==> src/rtl/dma.sv <==
// dma: moves received serial bytes from the RX FIFO into RAM and streams a
// fixed RAM region to the serial transmitter on request from the cpu.
// Optional feature macro: DMA_RX_FLAG_EN -- when defined, 8'hFF is written
// to RX_BASE+RX_LEN after every complete received frame.
module dma #(
    parameter logic [7:0] RX_BASE = 8'h00,
    parameter int         RX_LEN  = 3,
    parameter logic [7:0] TX_BASE = 8'h04,
    parameter int         TX_LEN  = 2
) (
    input  logic       Clk,
    input  logic       Rst,
    input  logic [7:0] RX_Data,
    input  logic       RX_Empty,
    output logic       RX_Read,
    output logic [7:0] TX_Data,
    output logic       TX_Valid,
    input  logic       TX_Ready,
    output logic       DMA_Req,
    input  logic       DMA_Ack,
    input  logic       DMA_Tx_Start,
    output logic       DMA_Ready,
    output logic [7:0] RAM_Addr,
    output logic       RAM_Cs,
    output logic       RAM_Wen,
    output logic       RAM_Oen,
    output logic [7:0] DataOut,
    input  logic [7:0] DataIn
);

    localparam logic [3:0] RX_LAST = 4'(RX_LEN - 1);
    localparam logic [3:0] TX_LAST = 4'(TX_LEN - 1);

    typedef enum logic [3:0] {
        IDLE,
        RX_REQ,
        RX_WR,
`ifdef DMA_RX_FLAG_EN
        RX_FLAG,
`endif
        TX_RD,
        TX_LATCH,
        TX_WAIT,
        TX_SEND,
        TX_END
    } state_t;

    state_t     state, state_nx;
    logic [3:0] rx_idx, rx_idx_nx;
    logic [3:0] tx_idx, tx_idx_nx;

    // State and byte indices; a reset drops any partial frame position.
    always_ff @(posedge Clk or posedge Rst) begin
        if (Rst) begin
            state  <= IDLE;
            rx_idx <= '0;
            tx_idx <= '0;
        end else begin
            state  <= state_nx;
            rx_idx <= rx_idx_nx;
            tx_idx <= tx_idx_nx;
        end
    end

    // Next-state and index update; TX wins over a pending RX byte in IDLE.
    always_comb begin
        state_nx  = state;
        rx_idx_nx = rx_idx;
        tx_idx_nx = tx_idx;
        case (state)
            IDLE: begin
                if (DMA_Tx_Start)   state_nx = TX_RD;
                else if (!RX_Empty) state_nx = RX_REQ;
            end
            RX_REQ: if (DMA_Ack) state_nx = RX_WR;
            RX_WR: begin
                // Always leave the bus after a byte so the cpu gets a gap.
                if (rx_idx == RX_LAST) begin
                    rx_idx_nx = '0;
`ifdef DMA_RX_FLAG_EN
                    state_nx  = RX_FLAG;
`else
                    state_nx  = IDLE;
`endif
                end else begin
                    rx_idx_nx = rx_idx + 4'd1;
                    state_nx  = IDLE;
                end
            end
`ifdef DMA_RX_FLAG_EN
            RX_FLAG: state_nx = IDLE;
`endif
            TX_RD:    state_nx = TX_LATCH;
            TX_LATCH: state_nx = TX_WAIT;
            TX_WAIT:  if (TX_Ready) state_nx = TX_SEND;
            TX_SEND: begin
                tx_idx_nx = tx_idx + 4'd1;
                state_nx  = (tx_idx == TX_LAST) ? TX_END : TX_RD;
            end
            TX_END: begin
                tx_idx_nx = '0;
                if (!DMA_Tx_Start) state_nx = IDLE;
            end
            default: state_nx = IDLE;
        endcase
    end

    // Moore outputs registered from the next state so they line up with the
    // state they belong to; RAM outputs stay 0 unless we own the bus.
    always_ff @(posedge Clk or posedge Rst) begin
        if (Rst) begin
            RX_Read   <= 1'b0;
            TX_Valid  <= 1'b0;
            DMA_Req   <= 1'b0;
            DMA_Ready <= 1'b0;
            RAM_Addr  <= '0;
            RAM_Cs    <= 1'b0;
            RAM_Wen   <= 1'b0;
            RAM_Oen   <= 1'b0;
            DataOut   <= '0;
        end else begin
            RX_Read   <= 1'b0;
            TX_Valid  <= 1'b0;
            DMA_Req   <= 1'b0;
            DMA_Ready <= 1'b0;
            RAM_Addr  <= '0;
            RAM_Cs    <= 1'b0;
            RAM_Wen   <= 1'b0;
            RAM_Oen   <= 1'b0;
            DataOut   <= '0;
            case (state_nx)
                RX_REQ: DMA_Req <= 1'b1;
                RX_WR: begin
                    DMA_Req  <= 1'b1;
                    RAM_Cs   <= 1'b1;
                    RAM_Wen  <= 1'b1;
                    RAM_Addr <= RX_BASE + {4'b0, rx_idx_nx};
                    DataOut  <= RX_Data;
                    RX_Read  <= 1'b1;
                end
`ifdef DMA_RX_FLAG_EN
                RX_FLAG: begin
                    DMA_Req  <= 1'b1;
                    RAM_Cs   <= 1'b1;
                    RAM_Wen  <= 1'b1;
                    RAM_Addr <= RX_BASE + 8'(RX_LEN);
                    DataOut  <= 8'hFF;
                end
`endif
                TX_RD: begin
                    RAM_Cs   <= 1'b1;
                    RAM_Oen  <= 1'b1;
                    RAM_Addr <= TX_BASE + {4'b0, tx_idx_nx};
                end
                TX_SEND: TX_Valid  <= 1'b1;
                TX_END:  DMA_Ready <= 1'b1;
                default: ;
            endcase
        end
    end

    // RAM read data arrives the cycle after the strobe, i.e. during TX_LATCH.
    always_ff @(posedge Clk or posedge Rst) begin
        if (Rst)                  TX_Data <= '0;
        else if (state == TX_LATCH) TX_Data <= DataIn;
    end

endmodule

==> config.mk <==
export PLATFORM = sky130hd
export DESIGN_NAME = dma
export DESIGN_NICKNAME = d
export VERILOG_FILES = /design/src/rtl/dma.sv
export SDC_FILE = /design/constraint.sdc
export NUM_CORES = 1
export LEC_CHECK = 0
export BUFFER_PORTS_ARGS = -buffer_cell sky130_fd_sc_hd__buf_2
export CORE_UTILIZATION = 30
export DETAILED_ROUTE_END_ITERATION = 10
export PLACE_DENSITY = 0.54
export SETUP_SLACK_MARGIN = 0.05
export SLEW_MARGIN = 20
export SYNTH_ARGS = -nofsm -noshare
export SYNTH_HDL_FRONTEND = slang
export SYNTH_SLANG_ARGS = --single-unit
==> constraint.sdc <==
create_clock -name Clk -period 5.5 [get_ports Clk]
set_clock_uncertainty 0.1 [all_clocks]
set_input_delay 0.275 -clock Clk [delete_from_list [all_inputs] [get_ports Clk]]
set_output_delay 0.275 -clock Clk [all_outputs]
set_load 0.03 [all_outputs]
* Word level (Yosys, flattened, before mapping)
Index checks and enable logic that the tools add are counted.
** Word-level totals
- Memories kept :: 0
- Latch bits :: 0
- Logic and storage cells :: 50
- Output and inout bits :: 31
- Memory bits (writable) :: 0
- Memory bits (read-only) :: 0
- Bits in registers :: 42
** Cells by class
- Shift-type cells :: 0
- Reduce and logical (&&, ||, !) cells :: 3
- Muxes and demuxes :: 18
- Bitwise gates (word level) :: 0
- Magnitude comparators :: 0
- Div/mod/pow operators :: 0
- Multipliers :: 0
- Add/subtract/negate cells :: 3
- Eq/ne operators :: 14
** Operator list (count)
- 2-to-1 mux 4 bit :: 7
- case mux 4 bit (7 select lines) :: 1
- == test 4 x 3 -> 1 bit (second input constant) :: 6
- == test 4 x 2 -> 1 bit (second input constant) :: 5
- == test 4 x 1 -> 1 bit (second input constant) :: 3
- case mux 5 bit (2 select lines) :: 1
- adder 4 x 1 -> 4 bit (second input constant) :: 2
- 2-to-1 mux 8 bit :: 1
- case mux 4 bit (2 select lines) :: 1
- 2-to-1 mux 1 bit :: 6
- adder 3 x 4 -> 5 bit (first input constant) :: 1
- logical NOT 4 bit :: 1
- OR reduction 2 bit :: 2
- 2-to-1 mux 3 bit :: 1

* Logic depth before layout (Yosys ltp)
Gate-level depths: netlist of run 1.
- Word-level depth :: 6
- Gate-level depth with buffers :: 8
- Mapped depth without buffers :: 7

* Worst setup path before layout of run 1
OpenSTA, ideal clock, no wires.
- Path kind :: register -> register
- Start :: register state[2]
- End :: register RAM_Addr[3]
- Library setup time :: 0.096 ns
- Stages on the path, launching flop included :: 8
- Data required time :: 5.304 ns
- Period minus slack after synthesis :: 1.797 ns
- Slack :: 3.703 ns
- Path buffers :: 1
- Data arrival time :: 1.601 ns
- Cell sequence :: dfrtp_1 > buf_4 > nand3b_1 > nor4b_1 > a211o_1 > ha_1 > nand3_1 > o31ai_1
** RTL lines
- start: declaration :: line 48 : state_t state, state_nx;
- start signal: assignment :: line 59 : state <= state_nx;
- == test 4 x 3 -> 1 bit :: line 70 : case (state)
- case mux 4 bit (2 select lines) (*) :: line 70
- via tx_idx_nx[2] :: line 50 : logic [3:0] tx_idx, tx_idx_nx;
- adder 3 x 4 -> 5 bit (*) :: line 153 : RAM_Addr <= TX_BASE + {4'b0, tx_idx_nx};
- case mux 5 bit (2 select lines) (*) :: line 131 : case (state_nx)
- end signal: assignment :: line 137 : RAM_Addr <= RX_BASE + {4'b0, rx_idx_nx};
- end signal: assignment :: line 153
- end: declaration :: line 23 : output logic [7:0] RAM_Addr,
Mark *: on every way through the listed nets, which the timed path passes. The rest lies on a longest branch.
A chain may end at the register's enable or synchronous reset.

* Final worst setup path of run 1
- Start :: register state[0]
- End :: register RAM_Addr[0]
** On the way
- Cells in the longest elaborated chain, start to end :: 5
** Ends and longest elaborated chain (line)
- branches (longest 4 deep; another with adder 3 x 4 -> 5 bit)
- case mux 5 bit (2 select lines) (*) :: 131
Mark *: on every way between the ends.

==> results.md, run 1 <==
- Fmax: 0.452 GHz
- Outcome: complete, no violations
- YS warnings: 0
- Max rail drop VDD: about 0.14 mV
- Relative slew slack: between 50% and 60%
- Initial Util: 31.4%
- Initial DRC count: 46
- Final net count: roughly 220
- Clock latency on the worst-skew pair: about 280 ps
- Die Ht: between 70 and 80 um
- Mux cell area share after synthesis: about 6.4%
- Post-Synth Simple-Gate Area: between 10% and 20%
- Critical path peak fanout: 17
- Clock root buffer: clkbuf_8
- Detail Route Antenna Nets: 0
- Post-synth top flop: dfrtp_1
- DR vias: between 1000 and 1500
- Complex-gate fraction of the synthesized area: 11.3%
- Number of port buffers: 49
- Worst slew pin tran: about 680 ps
- CTS Buffer Depth: 2
- Inserted Diodes: 0
- Final min period: between 2000 and 2500 ps
- Area delta synth->final: 20.7%
- # Post-CTS Setup Buffers: 0
- Period utilisation layout: between 40% and 50%
- Asr flop ratio synth: 100%
- CTS buffer count: 5
- Finished Layout Cells: roughly 270
- Clock sinks: 39
- Post-Syn Area: 1750 um2
- Register area share after synthesis: 55.8%
- Largest net degree at the start of global routing: 40
- PwrDens: roughly 370 nW/um2
- Synth Area per Inst: around 12 um2
- Gr ovfl total: 0
- CTS tree: yes
- Total track usage: 11.9%
- Setup TNS: 0 ps
- Die ar.: 6140 um2
- Gpl congestion: approximately 0.75
- Pleak: between 0.001 and 0.0015 uW
- Max-slew violation total from the final report: 0
- Row Count: 27
- Hold Crit Class: input port to async pin
- Mapped Cells: around 150
- Fin worst setup slack: 3290 ps
- Fillers: between 500 and 600
- Unrepaired setup endpoints after global routing: false
- H-tree level count: 2
- Xor-xnor portion of the synthesized cell area: 0%
- Largest family of logic cells by synthesized area: simple AND/OR/NAND/NOR gates
- Final Hold Viols: 0
- I/O pin count: 53
- Critical Path AT: about 2300 ps
- Most frequent cells in the layout: buf_2, dfrtp_1, mux2_2
- Place WS: 3250 ps
- DR pass1 iterations: 4
- Routed WL: 3280 um
- Die Width: roughly 78 um
- DRC Markers: 0
- Vias in the first global route: 1125
- Routed wire length per instance: between 10 and 15 um
- Vias/cell: between 4 and 5
- First-pass GRT wire length: between 5000 and 6000 um
- Commonest non-fill, non-tap cell in the layout: buf_2
- Clock-pin slew on the worst setup and hold paths: about 80 ps
- Post-synth EDFFs: 0
- Final Setup Violations: 0
- CP endpoint kind: flip-flop
- DP Wirelength: approximately 2300 um
- Initial antenna violation count: 0
- Data required, critical path: about 5600 ps
- Post-synthesis adder-cell area fraction: 2.15%
- Hold buffer count at cts: 0
- Yosys reg bits: 39
- Yosys cell types: 40
- Dpl cells: about 260
- Max Cap Viol: 0
- Setup CP Type: flip-flop to flip-flop
- Placeable Area: 5570 um2
- Post_cts resized: 0
- Share of layout cells above drive strength 1: a little over a third
- CP startpoint kind: flip-flop
## sequential cells by signal (all words and copies together), names as in the netlist
name,cells
DataOut,8
TX_Data,8
RAM_Addr,5
rx_idx,4
state,4
tx_idx,4
DMA_Ready,1
DMA_Req,1
RAM_Cs,1
RAM_Oen,1
RAM_Wen,1
TX_Valid,1
## power breakdown
| part | internal, uW | switching (uW) | total, uW |
|---|---|---|---|
| combinational | 83.0 | 134 | 217 |
| clock | 89.0 | 94.2 | 183 |
| sequential | 335 | 38.6 | 374 |
| total | 507 | 267 | 774 |
## path summary, 6_finish.rpt
path                       startpoint  depth (start not counted)  slack, ps           to
max in group asynchronous         Rst                          3       4960   TX_Data[3]
hold reg to reg            TX_Data[0]                          1        400   TX_Data[0]
setup / recovery             state[0]                          4       3290  RAM_Addr[0]
min in group Clk           RX_Data[6]                          2         90   DataOut[6]
setup reg to reg             state[0]                          4       3290  RAM_Addr[0]
hold / removal                    Rst                          3        0.7  RAM_Addr[3]
## worst max-delay path: stages (launching register included)
cell and delay (ps):
dfrtp_1 670, or3b_1 450, nor3b_2 610, o21ai_0 190
o31ai_1 100
## routing by layer
| layer | share of wire [%] | vias up | global-route usage, % | routed length (um) |
|---|---|---|---|---|
| met5 | 0 | - | 0 | 0 |
| met4 | 1.3 | 0 | 4.44 | 44 |
| met3 | 6.3 | 6 | 4.07 | 206 |
| met2 | 46 | 38 | 18.5 | 1510 |
| met1 | 46 | 567 | 15.3 | 1520 |
| li1 | - | 603 | - | - |
## layout make-up
| class | count | area, um2 | area share [%] |
|---|---|---|---|
| repair buffers | 50 | 253 | 12.0 |
| multi-input cells | 92 | 681 | 32.2 |
| clock buffers | 7 | 76.3 | 3.62 |
| flip-flops and latches | 39 | 976 | 46.2 |
| clock inverters | 1 | 5.00 | 0.237 |
| inverters | 8 | 30.0 | 1.42 |
| well taps | 72 | 90.1 | 4.27 |
## Yosys cell counts, types with 2 or more instances
cell | instances | area share, %
or4b_1 | 2 | 1.1
o21ai_0 | 2 | 0.57
nand2b_1 | 2 | 0.72
nor4b_1 | 3 | 1.5
o21a_1 | 3 | 1.3
or2_1 | 4 | 1.4
buf_2 | 2 | 0.57
o21ai_1 | 3 | 0.86
mux2_2 | 10 | 6.4
o41ai_2 | 2 | 1.9
ha_1 | 3 | 2.1
a21oi_1 | 3 | 0.86
buf_4 | 5 | 2.1
dfrtp_1 | 39 | 56
nor3_1 | 4 | 1.1
nand3_1 | 6 | 1.7
nor3b_1 | 2 | 0.86
buf_6 | 2 | 1.3
nand2_1 | 6 | 1.3
inv_1 | 8 | 1.7
nor2_1 | 6 | 1.3
o31ai_1 | 3 | 1.3
and2_1 | 9 | 3.2
## metrics by stage
| step | utilization, % | total power [uW] | hold WS, ps | cell area (um2) |
|---|---|---|---|---|
| floorplan | - | 543 | 290 | 1760 |
| global placement | 36.4 | 598 | 323 | 2030 |
| detailed placement | 36.4 | 599 | 326 | 2030 |
| CTS | 37.9 | 786 | 15.2 | 2110 |
| global route | 37.9 | 827 | 36.1 | 2110 |
| finish | 37.9 | 774 | 0.687 | 2110 |
## cells by family after synthesis
family,Yosys count
and+or+nand+nor,50
DFF,39
AOI/OAI and AO/OA,25
buffers and inverters,18
muxes,10
adders and majority gates,3
other,1
Note: power is estimated with default switching activity, not from simulation.
==> run 2: changes to the inputs <==
Clock period 5.5 ns to 2.1 ns, I/O delays scaled along.
==> results.md, run 2 (synthesis gave the netlist of run 1 again) <==
- Outcome: complete, no violations
- Routed wire length per instance: 12.5 um (+2.7%)
- Max rail drop VDD: 0.383 mV (+170%)
- First-pass GRT wire length: 6090 um (+9.7%)
- Vias in the first global route: 1334 (+19%)
- Initial antenna violation count: 0 (unchanged)
- Share of layout cells above drive strength 1: 36.9% (+0.39 points)
- Fmax: 0.516 GHz (+14%)
- Largest net degree at the start of global routing: 40 (unchanged)
- Met1 Resource Use GR: 14.4% (-0.86 points)
- Final min period: 1940 ps (-274 ps)
- Die Width: 78.4 um (unchanged)
- Total track usage: 13.1% (+1.2 points)
- Data required, critical path: 2160 ps (-3440 ps)
- PwrDens: 894 nW/um2 (+140%)
- Placeable Area: 5570 um2 (unchanged)
- Period utilisation layout: 92.4% (+52 points)
- Final net count: 247 (+12%)
- I/O pin count: 53 (unchanged)
- Hold Crit Class: input port to flip-flop
- Unrepaired setup endpoints after global routing: false
- Hold worst-path end: DMA_Ready
- Worst r2r path cells: 4 (unchanged)
- Commonest non-fill, non-tap cell in the layout: buf_2
- Sequential cell area: 977 um2 (+0.13%)
- Hold depth: 3
- Final Setup Violations: 0 (unchanged)
- Fillers: 542 (-0.91%)
- Max-slew violation total from the final report: 0 (unchanged)
- Setup TNS: 0 ps (unchanged)
- H-tree level count: 2 (unchanged)
- WP buf/inv: 0 (unchanged)
- Cell area after layout: 2360 um2 (+12%)
- Critical path peak fanout: 10 (-7)
- Number of port buffers: 49 (unchanged)
- Gpl congestion: 0.738 (-0.99%)
- Worst R2R Setup Slack: 160 ps (-3130 ps)
- CTS tree: yes
- Footprint of the multi-input gates: 681 um2 (unchanged)
- Crit path max-delay family: simple AND/OR/NAND/NOR gates
- CTS Buffer Depth: 2 (unchanged)
- Met3 usage: 4.07% (unchanged)
- RR Startpoint: state[0]
- Most frequent cells in the layout: buf_2, dfrtp_1, dlygate4sd3_1
- Detail Route Antenna Nets: 0 (unchanged)
- GR peak layer: met2
- Row Count: 27 (unchanged)
- Gr ovfl total: 0 (unchanged)
- Die ar.: 6140 um2 (unchanged)
- Final Hold Viols: 0 (unchanged)
- Inserted Diodes: 0 (unchanged)
- DRC Markers: 0 (unchanged)
- Critical Path AT: 2000 ps (-310 ps)
- Crit-path max cell delay: 710 ps (+40 ps)
- Pleak: 0.00120 uW (+11%)
- Regs by FF count: DataOut: 8 flops, TX_Data: 8 flops, RAM_Addr: 5 flops
- Crit-path cells: or4b_1 -> o21a_1 -> o21ai_1 -> o41ai_2
- CTS buffer count: 5 (unchanged)
- DP Wirelength: 2470 um (+7.0%)
- CP startpoint kind: flip-flop
- Initial DRC count: 42 (-8.7%)
- Clock root buffer: clkbuf_8
- Clock sinks: 39 (unchanged)
- Met2 GRT Util: 23.3% (+4.8 points)
- Initial Util: 31.4% (unchanged)
- Die Ht: 78.4 um (unchanged)
- Max Cap Viol: 0 (unchanged)
- Vias/cell: 4.48 (-0.67%)
- Setup CP Type: flip-flop to flip-flop
- Slowest-stage cell, CP: or4b_1
- DR pass1 iterations: 4 (unchanged)
- Area delta synth->final: 34.8%
- DR vias: 1318 (+8.6%)
- Placed cell area: 2090 um2 (+3.0%)
- Clock latency on the worst-skew pair: 290 ps (about the same)
- Clock-pin slew on the worst setup and hold paths: 80 ps (about the same)
- Reg2reg end: RAM_Addr[1]
- CP endpoint kind: flip-flop
- Hold path start: DMA_Tx_Start
- Routed WL: 3680 um (+12%)
run 2: worst min-delay path, stage by stage:
cell and delay [ps]:
buf_2 130, a21oi_1 70, nor2_1 70
run 2: routing by layer:
metal	vias up	wire [um]
met4	0	46
met2	40	1780
li1	653	-
met1	621	1670
met5	-	0
met3	4	182
run 2: worst max-delay path by stage:
stage,from,to,slack [ps],cells past startpoint
global route,state[0],RAM_Addr[3],60,6
finish,state[0],RAM_Addr[1],160,4
floorplan,state[2],RAM_Addr[3],300,7
global placement,state[0],DMA_Req,200,5
CTS,state[0],RAM_Addr[1],150,4
detailed placement,state[0],RAM_Addr[1],190,4
run 2: per-stage QoR:
stage	util [%]	instances	worst slack (ps)	hold WS [ps]	total power, uW
after floorplan	-	149	303	120	1420
after detailed placement	37.5	269	187	163	1590
final	42.3	294	160	31.8	2110
after CTS	42.3	294	153	32.9	2130
after global placement	37.5	269	196	161	1590
after global routing	42.3	294	58.3	72.5	2240
run 2: power breakdown:
| group | internal (uW) | switching (uW) | total (uW) | leakage, uW |
|---|---|---|---|---|
| Combinational | 254 | 376 | 630 | 0.000631 |
| Sequential | 879 | 93.6 | 972 | 0.000520 |
| Clock | 258 | 250 | 508 | 0.0000470 |
run 2: final cells by class:
| class | instances | share of cell area (%) |
|---|---|---|
| clock buffers | 6 | 3.50 |
| clock inverters | 1 | 0.212 |
| inverters | 8 | 1.27 |
| multi-input cells | 92 | 28.9 |
| flip-flops and latches | 39 | 41.4 |
| well taps | 72 | 3.82 |
| repair buffers | 76 | 20.9 |
run 2: repair_timing:
item	in CTS	in global routing
endpoints found under the hold margin	56	0
endpoints found under the setup margin	0	2
gates resized for setup	0	1
setup buffers	0	0
hold buffers	18	0
==> run 3: changes to the inputs <==
Settings changed: CELL_PAD_IN_SITES_DETAIL_PLACEMENT from default to 1, CELL_PAD_IN_SITES_GLOBAL_PLACEMENT from default to 2, CORE_UTILIZATION 30 to 29, PLACE_DENSITY 0.54 to 0.78.
Clock period 2.1 ns to 1.6 ns, I/O delays scaled along.
==> results.md, run 3 (synthesis gave the netlist of run 1 again) <==
- Outcome: finished, violations left
- Failing checks: negative setup slack
- Unrepaired setup endpoints after global routing: true
- Worst r2r path cells: 3 (-1)
- Largest net degree at the start of global routing: 40 (unchanged)
- Routed wire length per instance: 14.9 um (+19%)
- Vias in the first global route: 1592 (+19%)
- CP startpoint kind: flip-flop
- Fin worst setup slack: -205 ps (-365 ps)
- H-tree level count: 2 (unchanged)
- Fmax: 0.554 GHz (+7.5%)
- Routed wl met2: 2530 um (+42%)
- Total power: 3220 uW (+53%)
- CTS Buffer Depth: 2 (unchanged)
- Initial antenna violation count: 0 (unchanged)
- Hold depth: 3 (unchanged)
- I/O pin count: 53 (unchanged)
- DRC Markers: 0 (unchanged)
- CTS tree: yes
- Critical path peak fanout: 8 (-2)
- Gpl congestion: 0.728 (-1.3%)
- Setup CP Type: flip-flop to flip-flop
- Finished Layout Cells: 324 (+10%)
- Crit-path cells: or4b_1 -> a31o_4 -> o41ai_2
- Worst slew pin tran: 504 ps
- Max-slew violation total from the final report: 0 (unchanged)
- Clock latency on the worst-skew pair: 300 ps (about the same)
- Worst R2R Setup Slack: -200 ps (-370 ps)
- Total track usage: 16.5% (+3.4 points)
- Max rail drop VDD: 0.503 mV (+31%)
- CTS buffer count: 5 (unchanged)
- Detail Route Antenna Nets: 0 (unchanged)
- Die Ht: 79.7 um (+1.7%)
- Met1 Wirelength: 2050 um (+23%)
- Area delta synth->final: 59.6%
- Die ar.: 6350 um2 (+3.4%)
- Vias/cell: 4.59 (+2.3%)
- Hold Crit Class: input port to flip-flop
- Max Cap Viol: 0 (unchanged)
- Routed WL: 4820 um (+31%)
- Placeable Area: 5680 um2 (+1.8%)
- Final net count: 276 (+12%)
- CP endpoint kind: flip-flop
- Crit-path max cell delay: 540 ps (-170 ps)
- Relative slew slack: 66.4%
- Clock sinks: 39 (unchanged)
- RR Startpoint: state[1]
- Data required, critical path: 1700 ps (-460 ps)
- Dpl cells: 290 (+7.8%)
- First-pass GRT wire length: 7890 um (+30%)
- Slowest-stage cell, CP: or4b_1
- WP buf/inv: 0 (unchanged)
- Initial DRC count: 56 (+33%)
- DR vias: 1486 (+13%)
- Final Hold Viols: 0 (unchanged)
- Number of port buffers: 49 (unchanged)
- Inserted Diodes: 0 (unchanged)
- Share of layout cells above drive strength 1: 54.8% (+18 points)
- Hold path start: DMA_Tx_Start
- Period utilisation layout: 113% (+20 points)
- Top sig layer: met4
- Place WS: -297 ps (-484 ps)
- Gr ovfl total: 0 (unchanged)
- Row Count: 27 (unchanged)
- DP Wirelength: 3100 um (+26%)
- DR pass1 iterations: 4 (unchanged)
- Commonest non-fill, non-tap cell in the layout: buf_2
- PwrDens: 1150 nW/um2 (+29%)
- Reg2reg end: RAM_Addr[1]
- Pleak: 0.00140 uW (+17%)
- Die Width: 79.7 um (+1.7%)
- Critical Path AT: 1910 ps (-90 ps)
- Clock root buffer: clkbuf_8
- Initial Util: 30.8% (-0.56 points)
- Regs by FF count: DataOut: 8 flops, TX_Data: 8 flops, RAM_Addr: 5 flops
- Final min period: 1800 ps (-135 ps)
- Critical Path Stages: 3 (-1)
- Final Setup Violations: 29 (+29)
- Clock-pin slew on the worst setup and hold paths: 90 ps (about the same)
- Most frequent cells in the layout: buf_2, dfrtp_1, buf_4
- Hold worst-path end: DMA_Ready
- Crit path max-delay family: compound AO/OA/AOI/OAI gates
- Met3 Routed Length: 209 um (+15%)
- Fillers: 618 (+14%)
## run 3: worst max path at each step
stage,slack (ps),end,from
finish,-200,RAM_Addr[1],state[1]
global route,-290,RAM_Addr[1],state[1]
CTS,-200,RAM_Addr[3],state[3]
detailed placement,-300,RAM_Addr[3],state[3]
global placement,-240,RAM_Addr[3],state[3]
floorplan,-190,RAM_Addr[3],state[2]
## run 3: layout make-up
| cell class | count | area, um2 | area share, % |
|---|---|---|---|
| clock buffer | 5 | 68.8 | 2.47 |
| clock inverter | 3 | 47.5 | 1.70 |
| inverter | 8 | 30.0 | 1.08 |
| multi-input combinational | 92 | 831 | 29.8 |
| sequential | 39 | 980 | 35.1 |
| tap | 72 | 90.1 | 3.23 |
| timing repair buffer | 105 | 744 | 26.7 |
## run 3: timing repair
action	in CTS	in global routing
hold endpoints to repair	56	0
endpoints found under the setup margin	32	36
setup buffers	2	7
gates resized for setup	26	22
pin swaps	10	7
hold buffers	18	0
## run 3: stage by stage
| step | TNS [ps] | instance area (um2) | utilization [%] | hold WS (ps) |
|---|---|---|---|---|
| 6_report | -3170 | 2790 | 49.2 | 26.6 |
| 5_1_grt | -5460 | 2790 | 49.2 | 67.8 |
| 4_1_cts | -2790 | 2670 | 47.0 | 9.06 |
| 3_5_place_dp | -4020 | 2250 | 39.7 | 141 |
| 3_3_place_gp | -2860 | 2250 | 39.7 | 128 |
| 2_1_floorplan | -1100 | 1770 | - | 94.8 |
## run 3: worst register-to-register path, stage by stage, from the launching register on
cell and delay [ps]:
dfrtp_2 460, or4b_1 540, a31o_4 300, o41ai_2 310
## run 3: power by group
group | leakage, uW | total (uW) | switching [uW] | internal, uW
combinational | 0.000827 | 1080 | 581 | 499
sequential | 0.000517 | 1290 | 134 | 1150
clock | 0.0000587 | 853 | 381 | 473
total | 0.00140 | 3220 | 1100 | 2130
## run 3: per-layer routing
layer,global-route usage [%],up-vias
met3,3.66,4
met5,0,-
met2,29.5,40
li1,-,713
met1,19.4,729
met4,4.91,0
